<file path="src/rtl/uart_rx_fifo.sv">
// UART receiver (8N1, or 8E1 when UART_RX_PARITY_EN is defined) feeding a first-word-fall-through FIFO.
// Line is sampled at mid-bit from a 16-bit down-counting bit timer; error flags are sticky until clr_err.
module uart_rx_fifo #(
   parameter int unsigned FIFO_DEPTH = 8
) (
   input  logic                          HCLK,
   input  logic                          HRESETn,
   input  logic                          rx,
   input  logic [15:0]                   baud_div,
   input  logic                          rd_en,
   input  logic                          clr_err,
   output logic [7:0]                    rd_data,
   output logic                          empty,
   output logic                          full,
   output logic [$clog2(FIFO_DEPTH):0]   level,
   output logic                          overrun,
   output logic                          frame_err,
   output logic                          parity_err
);

   localparam int unsigned AW = $clog2(FIFO_DEPTH);
   localparam int unsigned LW = AW + 1;

   typedef enum logic [2:0] {
      IDLE,
      START,
      DATA,
`ifdef UART_RX_PARITY_EN
      PARITY,
`endif
      STOP
   } state_t;

   state_t        state_q, state_d;
   logic [15:0]   timer_q, timer_d;
   logic [2:0]    idx_q, idx_d;
   logic [7:0]    shreg_q, shreg_d;
   logic          push_q, push_d;
   logic          frame_evt;
   logic          rx_meta, rx_sync;
   logic [15:0]   baud_eff, reload;
`ifdef UART_RX_PARITY_EN
   logic          parity_evt;
`endif

   logic [7:0]    mem [FIFO_DEPTH];
   logic [AW-1:0] wr_ptr, rd_ptr;
   logic [LW-1:0] level_d;
   logic          pop, wr_ok, ovr_evt;

   assign baud_eff = (baud_div < 16'd4) ? 16'd4 : baud_div;
   assign reload   = baud_eff - 16'd1;

   // rx synchronizer; idles high so reset never looks like a start bit
   always_ff @(posedge HCLK or negedge HRESETn) begin
      if (!HRESETn) begin
         rx_meta <= 1'b1;
         rx_sync <= 1'b1;
      end else begin
         rx_meta <= rx;
         rx_sync <= rx_meta;
      end
   end

   always_ff @(posedge HCLK or negedge HRESETn) begin
      if (!HRESETn) begin
         state_q <= IDLE;
         timer_q <= 16'd0;
         idx_q   <= 3'd0;
         shreg_q <= 8'h00;
         push_q  <= 1'b0;
      end else begin
         state_q <= state_d;
         timer_q <= timer_d;
         idx_q   <= idx_d;
         shreg_q <= shreg_d;
         push_q  <= push_d;
      end
   end

   // Receive FSM: each non-idle state waits for the timer to expire, then acts on the sampled line
   always_comb begin
      state_d   = state_q;
      timer_d   = timer_q;
      idx_d     = idx_q;
      shreg_d   = shreg_q;
      push_d    = 1'b0;
      frame_evt = 1'b0;
`ifdef UART_RX_PARITY_EN
      parity_evt = 1'b0;
`endif
      if (state_q != IDLE && timer_q != 16'd0) begin
         timer_d = timer_q - 16'd1;
      end else begin
         case (state_q)
            IDLE: begin
               if (!rx_sync) begin
                  state_d = START;
                  timer_d = baud_eff >> 1;
               end
            end
            START: begin
               if (!rx_sync) begin
                  state_d = DATA;
                  timer_d = reload;
                  idx_d   = 3'd0;
               end else begin
                  state_d = IDLE;
               end
            end
            DATA: begin
               shreg_d = {rx_sync, shreg_q[7:1]};
               timer_d = reload;
               idx_d   = idx_q + 3'd1;
               if (idx_q == 3'd7) begin
`ifdef UART_RX_PARITY_EN
                  state_d = PARITY;
`else
                  state_d = STOP;
`endif
               end
            end
`ifdef UART_RX_PARITY_EN
            PARITY: begin
               parity_evt = (rx_sync != (^shreg_q));
               timer_d    = reload;
               state_d    = STOP;
            end
`endif
            STOP: begin
               if (rx_sync) push_d    = 1'b1;
               else         frame_evt = 1'b1;
               state_d = IDLE;
            end
            default: state_d = IDLE;
         endcase
      end
   end

   // shreg_q is stable in IDLE, so it still holds the byte on the cycle the push lands
   assign pop     = rd_en && !empty;
   assign wr_ok   = push_q && (!full || pop);
   assign ovr_evt = push_q && full && !pop;

   always_comb begin
      level_d = level;
      if (wr_ok && !pop)      level_d = level + LW'(1);
      else if (!wr_ok && pop) level_d = level - LW'(1);
   end

   always_ff @(posedge HCLK) begin
      if (wr_ok) mem[wr_ptr] <= shreg_q;
   end

   always_ff @(posedge HCLK or negedge HRESETn) begin
      if (!HRESETn) begin
         wr_ptr  <= '0;
         rd_ptr  <= '0;
         level   <= '0;
         empty   <= 1'b1;
         full    <= 1'b0;
         rd_data <= 8'h00;
      end else begin
         if (wr_ok) wr_ptr <= wr_ptr + AW'(1);
         if (pop)   rd_ptr <= rd_ptr + AW'(1);
         level <= level_d;
         empty <= (level_d == '0);
         full  <= (level_d == LW'(FIFO_DEPTH));
         // Registered head: next stored entry, or the incoming byte when it becomes the head
         if (pop && level > LW'(1))       rd_data <= mem[rd_ptr + AW'(1)];
         else if (wr_ok && (empty || pop)) rd_data <= shreg_q;
      end
   end

   // Sticky flags: a same-cycle error event wins over clr_err
   always_ff @(posedge HCLK or negedge HRESETn) begin
      if (!HRESETn) begin
         overrun   <= 1'b0;
         frame_err <= 1'b0;
      end else begin
         if (ovr_evt)      overrun <= 1'b1;
         else if (clr_err) overrun <= 1'b0;
         if (frame_evt)    frame_err <= 1'b1;
         else if (clr_err) frame_err <= 1'b0;
      end
   end

`ifdef UART_RX_PARITY_EN
   always_ff @(posedge HCLK or negedge HRESETn) begin
      if (!HRESETn)        parity_err <= 1'b0;
      else if (parity_evt) parity_err <= 1'b1;
      else if (clr_err)    parity_err <= 1'b0;
   end
`else
   assign parity_err = 1'b0;
`endif

endmodule

</file>
<file path="config.mk">
export PLATFORM = sky130hd
export DESIGN_NAME = uart_rx_fifo
export DESIGN_NICKNAME = d
export VERILOG_FILES = /design/src/rtl/uart_rx_fifo.sv
export SDC_FILE = /design/constraint.sdc
export NUM_CORES = 1
export LEC_CHECK = 0
export CAP_MARGIN = 15
export CORE_ASPECT_RATIO = 1.25
export CORE_UTILIZATION = 29
export CTS_BUF_LIST = sky130_fd_sc_hd__clkbuf_4
export CTS_CLUSTER_SIZE = 20
export DETAILED_ROUTE_END_ITERATION = 7
export GPL_ROUTABILITY_DRIVEN = 0
export PLACE_DENSITY = 0.57
export RECOVER_POWER = 50
export REMOVE_ABC_BUFFERS = 1
export SLEW_MARGIN = 20
export SYNTH_ARGS = -nofsm -noshare
export SYNTH_HDL_FRONTEND = slang
export SYNTH_SLANG_ARGS = --single-unit
</file>
<file path="constraint.sdc">
create_clock -name HCLK -period 4.4 [get_ports HCLK]
set_clock_uncertainty 0.2 [all_clocks]
set_input_delay 0.88 -clock HCLK [delete_from_list [all_inputs] [get_ports HCLK]]
set_output_delay 0.88 -clock HCLK [all_outputs]
set_load 0.02 [all_outputs]
</file>
== Word level (Yosys, flattened, before mapping) ==
Memories as Yosys holds them, arrays and structs flattened.
Index checks and enable logic that the tools add are counted.
Storage, ports and cells
  memories: 1
  logic and storage cells: 90
  RAM bits: 64
  input port bits: 21
  register bits: 55
  bits in read-only memories: 0
  output and inout port bits: 17
  latch bits: 0
Memory list
  mem: words 8, bits a word 8, read ports 1, clocked after Yosys merged registers in 0, wr ports 1, RTL line 46  | logic [7:0] mem [FIFO_DEPTH];
Operators by class
  shifts and indexed selects: 0
  add/subtract/negate cells: 7
  reductions and logical operators: 28
  $mul: 0
  $lt $le $gt $ge: 2
  equal/unequal tests: 10
  muxes and demuxes: 26
  div/mod/pow operators: 0
  bitwise gates (word level): 1
Operators by type and width (count)
  2-to-1 mux 16 bit: 4
  case mux 16 bit (3 select lines): 1
  subtractor 16 x 1 -> 16 bit, second input constant: 2
  < comparator 16 x 3 -> 1 bit, second input constant: 1
  2-to-1 mux 8 bit: 2
  nonzero test 16 bit: 1
  2-to-1 mux 1 bit: 11
  adder 3 x 1 -> 3 bit, second input constant: 3
  logical AND 1 bit: 9
  2-to-1 mux 3 bit: 3
  case mux 3 bit (3 select lines): 1
  AND reduction 3 bit: 3
  2-to-1 mux 4 bit: 2
  nonzero test 2 bit: 4
  == test 3 x 2 -> 1 bit, second input constant: 2
  != test 2 bit, second input constant: 3
  != test 3 bit, second input constant: 2
  case mux 3 bit (2 select lines): 1
  adder 4 x 1 -> 4 bit, second input constant: 1
  == test 4 bit, second input constant: 1
  > comparator 4 x 1 -> 1 bit, second input constant: 1
  logical NOT 1 bit: 4
  logical NOT 4 bit: 1
  nonzero test 4 bit: 1
  other kinds (9): 10

== Depth between registers and ports, before layout ==
Gate-level depths: netlist of the first run.
  word-level depth: 9
  gate-level depth with buffers: 10
  mapped depth without buffers: 9

== Worst setup path before layout of the first run ==
Ideal clock, no wire load.
  path kind: input port to flip-flop
  from: in baud_div[7]
  to: reg timer_q[12]
  cell stages on the path: 10
  library setup time: 65 ps
  path slack: 1036 ps
  buffers on the path: 1
  arrival: 3099 ps
  path through: buf_4 -> nor4_2 -> nand4_4 -> nand2_1 -> ha_1 -> nor2b_1 -> nand2_2 -> or4b_1 -> a31oi_1 -> o211a_1
Between the ends
  cells in the longest elaborated chain, start to end: 6
  elaborated cells between the ends (all ways): 7
  those cells by class: add/sub (1); order compare (1); mux (5)
Ends and longest elaborated chain
  start, declared: RTL line 9  | input logic [15:0] baud_div,
  < comparator 16 x 3 -> 1 bit: RTL line 51  | assign baud_eff = (baud_div < 16'd4) ? 16'd4 : baud_div;
  2-to-1 mux 16 bit *: RTL line 51
  subtractor 16 x 1 -> 16 bit: RTL line 52  | assign reload = baud_eff - 16'd1;
  2-to-1 mux 16 bit: RTL line 103  | if (!rx_sync) begin
  case mux 16 bit (3 select lines) *: RTL line 95  | case (state_q)
  2-to-1 mux 16 bit *: RTL line 92  | if (state_q != IDLE && timer_q != 16'd0) begin
  end signal, assigned: RTL line 74  | timer_q <= timer_d;
  end, declared: RTL line 35  | logic [15:0] timer_q, timer_d;
Every way passes the cells marked *; elsewhere a longest branch is shown, timed or not. The select of a mux whose other input is x is not followed.
A chain may end at the register's enable or synchronous reset.

== Worst setup path after layout of the first run ==
  from: in baud_div[5]
  to: reg timer_q[12]
The elaborated chain is that of the path after synthesis.

==> impl_results.rst, run 1 <==
.. list-table::
   :header-rows: 1

   * - Metric
     - Value
   * - Maximum VDD drop
     - around 0.33 mV
   * - Fmax
     - roughly 270 MHz
   * - Via count normalized by instance count
     - 5.05
   * - Max-cap check violation count
     - 1
   * - Buffer levels on the longest clock path
     - 2
   * - Worst slew margin relative to its limit
     - -0.213
   * - Clock period minus final worst setup slack
     - around 3.7 ns
   * - Fraction of synthesis flops using an asynchronous set or reset pin
     - 0.458
   * - Type of destination of the critical path
     - flip-flop
   * - Largest net degree at the start of global routing
     - 33
   * - Clk Latency, worst-skew pair
     - about 0.52 ns
   * - Number of nets with antenna violations after routing
     - 0
   * - Number of instances in the synthesized netlist
     - 467
   * - Post-Synthesis Cell Area
     - 0.00601 sq mm
   * - Setup-failing EPs final
     - 0
   * - Ratio of cells with drive above 1 in the final layout
     - 0.191
   * - Global-route wire length before repair
     - 20.2 mm
   * - Unrepaired setup endpoints after global routing
     - false
   * - Clock-pin transition on the worst setup and hold timing paths
     - roughly 0.13 ns
   * - Main synth FF type
     - sky130_fd_sc_hd__edfxtp_1
   * - Number of hold violations in the final report
     - 0
   * - Placement Rows
     - 58
   * - 1st-iter DRT viols
     - 228
   * - Reported leakage power
     - ~0.0026 uW
   * - Sort of element at the start of the critical path
     - input port
   * - Synthesized area divided by synthesized cell count
     - 12.9 sq um
   * - Vertical die dimension
     - approximately 160 microns
   * - Routed length per instance
     - between 15 and 20 microns
   * - Cells resized by post-CTS repair
     - 0
   * - Routed metal-1 wirelength
     - ~5.4 mm
   * - Count of buffers from port buffering
     - 36
   * - Number of levels the H-tree was split into
     - 4
   * - Period Utilization, post-route
     - 0.834
   * - Final std cells w/o fill
     - 794
   * - Warnings, synthesis
     - 0
   * - Number of global-route vias before repair
     - 3,949
   * - Library cell used as clock root buffer
     - sky130_fd_sc_hd__clkbuf_4
   * - Met3 wirelength from detailed routing
     - 425 microns
   * - Violated checks
     - max-capacitance violations, max-slew violations
   * - Total power per unit cell area
     - 642 mW/mm^2
   * - Number of vias after detailed routing
     - 4,008
   * - Leading post-synthesis cells by cell area
     - sky130_fd_sc_hd__edfxtp_1 (32%), sky130_fd_sc_hd__dfrtp_1 (21%), sky130_fd_sc_hd__mux4_2 (6.0%)
   * - Overall power of the completed layout
     - 4440 uW
   * - HPWL reported at the end of detailed placement
     - 8.75 mm
   * - Gr ovfl total
     - 0
   * - Largest area contributor in the synthesized netlist
     - sky130_fd_sc_hd__edfxtp_1
   * - Area Growth Syn to Fin
     - 15.2%
   * - Largest fanout on the critical path
     - 10
   * - Number of buffers inserted to repair setup after CTS
     - 0
   * - Number of storage elements in the synthesis netlist
     - 118
   * - Filler Cells Inserted
     - 1,979
   * - Number of buffers added by the clock tree synthesis step
     - 17
   * - Aggregate global-route resource usage
     - 0.125
   * - Crit path arrival time
     - 3.93 ns
   * - Final number of max-transition violations
     - 33
   * - Clock tree from TritonCTS
     - done
   * - Detailed-routing iteration count for the pre-antenna-repair pass
     - 4
   * - Final WL
     - 12.5 mm
   * - Number of clock sinks
     - ~120
   * - Floorplan Core Area
     - 0.0202 sq mm
   * - Detailed-route DRC error count
     - 0
   * - Post-synth EDFFs
     - 64
   * - Required time at the endpoint of the critical path
     - approximately 4.7 ns
   * - Die outline width
     - 131 microns
   * - Status
     - finished, violations left
   * - Initial antenna violation count
     - 1
   * - Placed instance count
     - 761
   * - Leading post-synthesis cells by instance count
     - sky130_fd_sc_hd__edfxtp_1 (64), sky130_fd_sc_hd__dfrtp_1 (51), sky130_fd_sc_hd__nand2_1 (37), sky130_fd_sc_hd__nor2_1 (28), sky130_fd_sc_hd__inv_1 (17)
   * - Number of distinct standard cells referenced by the synthesized netlist
     - between 80 and 90
   * - Setup TNS
     - 0 ns
   * - Part of the Yosys area used for sequential elements
     - 0.545
   * - Detail Route met2 WL
     - approximately 6.5 mm
   * - Worst Setup Path Type
     - input port to flip-flop
   * - Die footprint
     - 0.0213 sq mm
   * - Synth top area share
     - 0.320
   * - Dominant cell by count in the synthesized netlist
     - sky130_fd_sc_hd__edfxtp_1
   * - Cts-stage hold buffer count
     - 0
   * - Transition time of the tightest slew-check pin
     - between 1.5 and 2 ns
   * - IO Count
     - 38
   * - Worst hold path type
     - flip-flop to flip-flop
   * - Starting density of the core
     - 0.297
   * - Uppermost metal layer occupied by signal nets
     - met4
   * - Final-stage net count
     - 545
through the flow:
step / util / instance area [sq um] / hold slack [ns] / worst slack, ns
CTS: 0.342 / 6920 / 0.105 / 0.812
finish: 0.342 / 6920 / 0.174 / 0.730
detailed placement: 0.328 / 6640 / 0.147 / 0.229
global route: 0.342 / 6920 / 0.197 / 0.634
global placement: 0.327 / 6630 / 0.147 / 0.384
floorplan: - / 5880 / 0.145 / 1.06
path summary, 6_finish.rpt:
| kind | cells past startpoint | slack (ns) | start | endpoint |
|---|---|---|---|---|
| worst max-delay path | 10 | 0.73 | baud_div[5] | timer_q[12] |
| worst min-delay path | 0 | 0.17 | rx_meta | rx_sync |
| worst max register to register | 6 | 1.70 | rd_ptr[0] | rd_data[0] |
| worst min register to register | 0 | 0.17 | rx_meta | rx_sync |
| max in group asynchronous | 2 | 1.21 | HRESETn | idx_q[1] |
| min in group asynchronous | 1 | 0.45 | HRESETn | rd_data[0] |
final cells by class:
type                       instances  area (sq um)  share of cell area
multi-input combinational        312          2540               0.367
tap                              270           338              0.0488
clock buffer                      17           128              0.0184
sequential                       118          3280               0.473
antenna                            1          2.50            0.000362
timing repair buffer              44           410              0.0593
clock inverter                    15           159              0.0230
inverter                          17          63.8             0.00922
state kept, by name, summed over array words and instances, names as in the netlist, 2 cells and up:
register  cells
rd_data       8
wr_ptr        3
shreg_q       8
timer_q      16
level         4
state_q       2
idx_q         3
mem          64
rd_ptr        3
critical path, stage by stage:
cell,delay (ns)
sky130_fd_sc_hd__clkdlybuf4s50_1,0.51
sky130_fd_sc_hd__nor4_4,0.55
sky130_fd_sc_hd__nand4_4,0.25
sky130_fd_sc_hd__nand2_1,0.16
sky130_fd_sc_hd__ha_1,0.19
sky130_fd_sc_hd__nor2b_1,0.42
sky130_fd_sc_hd__nand2_2,0.13
sky130_fd_sc_hd__or4b_1,0.48
sky130_fd_sc_hd__a31oi_1,0.19
sky130_fd_sc_hd__o211a_1,0.15
report_power, final:
group,switching (uW),internal [uW],leakage [uW],total [uW]
sequential,273,1440,0.00126,1710
combinational,1070,877,0.00114,1950
clock,476,306,0.000155,782
total,1820,2620,0.00256,4440
per-layer routing:
layer  vias to the layer above  global-route usage
met5                         -                   0
met4                         0              0.0502
met3                        14              0.0325
met2                        88               0.214
met1                      1995               0.148
li1                       1911                   -
cells in the final DEF, fill, tap and decap left out, types with 4 or more instances in the layout:
master,Yosys,layout
sky130_fd_sc_hd__o211ai_1,4,4
sky130_fd_sc_hd__nor3_1,12,12
sky130_fd_sc_hd__nand4_1,6,6
sky130_fd_sc_hd__dfrtp_1,51,51
sky130_fd_sc_hd__clkdlybuf4s50_1,0,33
sky130_fd_sc_hd__nand2_1,37,37
sky130_fd_sc_hd__inv_1,17,17
sky130_fd_sc_hd__mux2_1,8,8
sky130_fd_sc_hd__mux4_2,16,16
sky130_fd_sc_hd__edfxtp_1,64,64
sky130_fd_sc_hd__nand3_1,10,10
sky130_fd_sc_hd__o22ai_1,4,4
sky130_fd_sc_hd__buf_4,2,7
sky130_fd_sc_hd__nor2b_1,5,5
sky130_fd_sc_hd__mux2i_1,10,10
sky130_fd_sc_hd__o21ai_0,16,16
sky130_fd_sc_hd__xnor2_1,8,8
sky130_fd_sc_hd__clkbuf_4,0,17
sky130_fd_sc_hd__a211oi_1,5,5
sky130_fd_sc_hd__mux2_2,10,10
sky130_fd_sc_hd__or3_1,4,4
sky130_fd_sc_hd__inv_6,0,7
sky130_fd_sc_hd__nor2_1,28,28
sky130_fd_sc_hd__and3_1,4,4
sky130_fd_sc_hd__a21oi_1,11,11
sky130_fd_sc_hd__o211a_1,5,5
sky130_fd_sc_hd__nand2b_1,4,4
sky130_fd_sc_hd__ha_1,14,14
sky130_fd_sc_hd__a31oi_1,4,4
cell families after synthesis:
kind of cell	count (synthesis)	share of synthesized area
flip-flops	118	0.545
AO/OA/AOI/OAI	100	0.128
buffers and inverters	37	0.0325
other	1	0.000624
XOR/XNOR	10	0.0146
adder cells (fa/ha/maj)	14	0.0292
AND/OR/NAND/NOR	143	0.140
multiplexers	44	0.110
No activity file was read; power rests on OpenSTA's default activity.
==> inputs of run 2 (changes only) <==
==> constraint.sdc (replaced) <==
create_clock -name HCLK -period 3.8 [get_ports HCLK]
set_clock_uncertainty 0.2 [all_clocks]
set_input_delay 0.76 -clock HCLK [delete_from_list [all_inputs] [get_ports HCLK]]
set_output_delay 0.76 -clock HCLK [all_outputs]
set_load 0.02 [all_outputs]
==> run 2 against run 1 <==
Compared with the run above: the run now ends clean; routed wire length is 1.3% lower; register-to-register slack worse by 0.52 ns; cell count up 1.9%; critical path depth did not move; design area grew 1.4%; via count rose by 1.9%; critical endpoint unchanged; sequential power increased by 16%.
==> impl_results.rst, run 2 (synthesized netlist as in run 1, its figures left out) <==
.. list-table::
   :header-rows: 1

   * - Metric
     - Value
   * - Die footprint
     - 0.0213 sq mm (unchanged)
   * - Global-route wire length before repair
     - 20.5 mm (was 20.2 mm)
   * - Status
     - complete, no violations (was finished, violations left)
   * - Number of levels the H-tree was split into
     - 4 (unchanged)
   * - Number of clock sinks
     - 118 (unchanged)
   * - HPWL reported at the end of detailed placement
     - 8.73 mm (was 8.75 mm)
   * - Final-stage net count
     - 560 (was 545)
   * - Library cell used as clock root buffer
     - sky130_fd_sc_hd__clkbuf_4 (unchanged)
   * - Top flop regs
     - mem: 64 flops, timer_q: 16 flops (unchanged)
   * - Top library cells by usage in the layout, fill and taps aside
     - sky130_fd_sc_hd__edfxtp_1 (64), sky130_fd_sc_hd__dfrtp_1 (51), sky130_fd_sc_hd__nand2_1 (37), sky130_fd_sc_hd__clkdlybuf4s50_1 (33), sky130_fd_sc_hd__nor2_1 (28) (unchanged)
   * - Largest net degree at the start of global routing
     - 31 (was 33)
   * - Worst hold path type
     - flip-flop to flip-flop (unchanged)
   * - Initial antenna violation count
     - 1 (unchanged)
   * - Number of buffers added by the clock tree synthesis step
     - 17 (unchanged)
   * - Worst path slowest cell
     - sky130_fd_sc_hd__clkdlybuf4s50_1 (was sky130_fd_sc_hd__nor4_4)
   * - Clock-pin transition on the worst setup and hold timing paths
     - 0.12 ns (was 0.13 ns)
   * - Buffer levels on the longest clock path
     - 2 (unchanged)
   * - Unrepaired setup endpoints after global routing
     - false (unchanged)
   * - Starting density of the core
     - 0.297 (unchanged)
   * - Routed length per instance
     - 15.2 microns (was 15.7 microns)
   * - Critical path's largest stage delay
     - 0.50 ns (was 0.55 ns)
   * - Final worst-path setup slack
     - 0.598 ns (was 0.730 ns)
   * - Commonest non-fill, non-tap cell in the layout
     - sky130_fd_sc_hd__edfxtp_1 (unchanged)
   * - Clk Latency, worst-skew pair
     - 0.50 ns (was 0.52 ns)
   * - Max-cap check violation count
     - 0 (was 1)
   * - Largest fanout on the critical path
     - 5 (was 10)
   * - Largest register by flop count
     - mem (unchanged)
   * - Number of global-route vias before repair
     - 4,084 (was 3,949)
   * - Final WL
     - 12.3 mm (was 12.5 mm)
   * - Number of hold violations in the final report
     - 0 (unchanged)
   * - Number of vias after detailed routing
     - 4,084 (was 4,008)
   * - Maximum VDD drop
     - 0.352 mV (was 0.331 mV)
   * - Clock period minus final worst setup slack
     - 3.20 ns
   * - Final std cells w/o fill
     - 809 (was 794)
   * - Ratio of cells with drive above 1 in the final layout
     - 0.212 (was 0.191)
   * - Detailed-route DRC error count
     - 0 (unchanged)
   * - Worst Setup Path Type
     - input port to flip-flop (unchanged)
   * - Max reg flops
     - 64 (unchanged)
   * - Via count normalized by instance count
     - 5.05 (about the same)
   * - Aggregate global-route resource usage
     - 0.125 (about the same)
   * - Fraction of the core area covered by cells at the end of the flow
     - 0.347 (was 0.342)
   * - 1st-iter DRT viols
     - 246 (was 228)
   * - Type of destination of the critical path
     - flip-flop (unchanged)
   * - Register area
     - 0.00328 sq mm (unchanged)
   * - Reported leakage power
     - 0.00262 uW (was 0.00256 uW)
   * - Required time at the endpoint of the critical path
     - 4.05 ns (was 4.66 ns)
   * - Area Growth Syn to Fin
     - 16.8% (was 15.2%)
   * - Crit path arrival time
     - 3.46 ns (was 3.93 ns)
   * - Gr ovfl total
     - 0 (unchanged)
   * - Transition time of the tightest slew-check pin
     - 1.43 ns (was 1.82 ns)
   * - Worst-case setup slack after placement
     - 0.0276 ns (was 0.229 ns)
   * - Period Utilization, post-route
     - 0.843
   * - Fmax
     - roughly 310 MHz
   * - Placed instance count
     - 775 (was 761)
   * - Number of nets with antenna violations after routing
     - 0 (unchanged)
   * - Floorplan Core Area
     - 0.0202 sq mm (unchanged)
   * - Total power per unit cell area
     - 726 mW/mm^2 (was 642 mW/mm^2)
   * - Count of buffers from port buffering
     - 36 (unchanged)
   * - Clock tree from TritonCTS
     - done (unchanged)
   * - Setup TNS
     - 0 ns (unchanged)
   * - Final number of max-transition violations
     - 0 (was 33)
   * - Vertical die dimension
     - 163 microns (unchanged)
   * - IO Count
     - 38 (unchanged)
   * - FF-to-FF setup slack
     - 1.18 ns (was 1.70 ns)
   * - Detailed-routing iteration count for the pre-antenna-repair pass
     - 5 (was 4)
   * - Die outline width
     - 131 microns (unchanged)
   * - Sort of element at the start of the critical path
     - input port (unchanged)
   * - Chain of cells forming the critical path
     - clkdlybuf4s50_1, nor4_2, nand4_4, nand2_1, ha_1, nor2b_1, nand2_2, or4b_1, a31oi_1, o211a_1 (was clkdlybuf4s50_1, nor4_4, nand4_4, nand2_1, ha_1, nor2b_1, nand2_2, or4b_1, a31oi_1, o211a_1)
   * - Filler Cells Inserted
     - 1,973 (was 1,979)
   * - Worst slew margin relative to its limit
     - 0.0436 (was -0.213)
   * - Placement Rows
     - 58 (unchanged)
   * - Setup-failing EPs final
     - 0 (unchanged)
   * - Area taken by multi-input logic gates
     - 0.00254 sq mm (about the same)
run 2: worst max-delay path, delay by kind of cell:
family | cells | cell delay (ns)
AO/OA/AOI/OAI | 2 | 0.34
adder cells (fa/ha/maj) | 1 | 0.18
AND/OR/NAND/NOR | 6 | 1.66
buffers and inverters | 1 | 0.50
run 2: stage by stage:
stage	area [sq um]	total power, uW	hold WS [ns]
finish	7020	5090	0.163
global route	7020	5490	0.173
floorplan	5880	3560	0.145
global placement	6740	4200	0.147
CTS	7020	5170	0.166
detailed placement	6740	4270	0.148
run 2: layout make-up:
type                    count  area share
clock buffers              17      0.0182
well taps                 270      0.0481
repair buffers             59      0.0751
clock inverters            15      0.0207
diodes                      1    0.000357
flip-flops and latches    118       0.467
inverters                  17     0.00909
multi-input cells         312       0.361
run 2: timing repair:
item / 4_1_cts / 5_1_grt
resized for setup: 0 / 0
hold endpoints to repair: 5 / 0
hold buffers: 1 / 0
buffers inserted: 0 / 0
run 2: routing by layer:
metal,vias to the layer above,track usage,part of all wire
li1,1942,-,-
met1,2034,0.147,0.43
met2,98,0.218,0.53
met3,10,0.0296,0.029
met4,0,0.0502,0.011
met5,-,0,0
run 2: final timing paths:
| check | start | cells past startpoint | end |
|---|---|---|---|
| min in group asynchronous | HRESETn | 2 | rd_data[0] |
| max | baud_div[10] | 10 | timer_q[12] |
| max reg2reg | timer_q[0] | 7 | shreg_q[2] |
| min reg2reg | rx_meta | 0 | rx_sync |
| min | rx_meta | 0 | rx_sync |
| max in group asynchronous | HRESETn | 3 | state_q[0] |
run 2: power breakdown:
| group | internal [uW] | switching (uW) |
|---|---|---|
| logic | 1030 | 1220 |
| registers | 1670 | 310 |
| clock network | 342 | 527 |
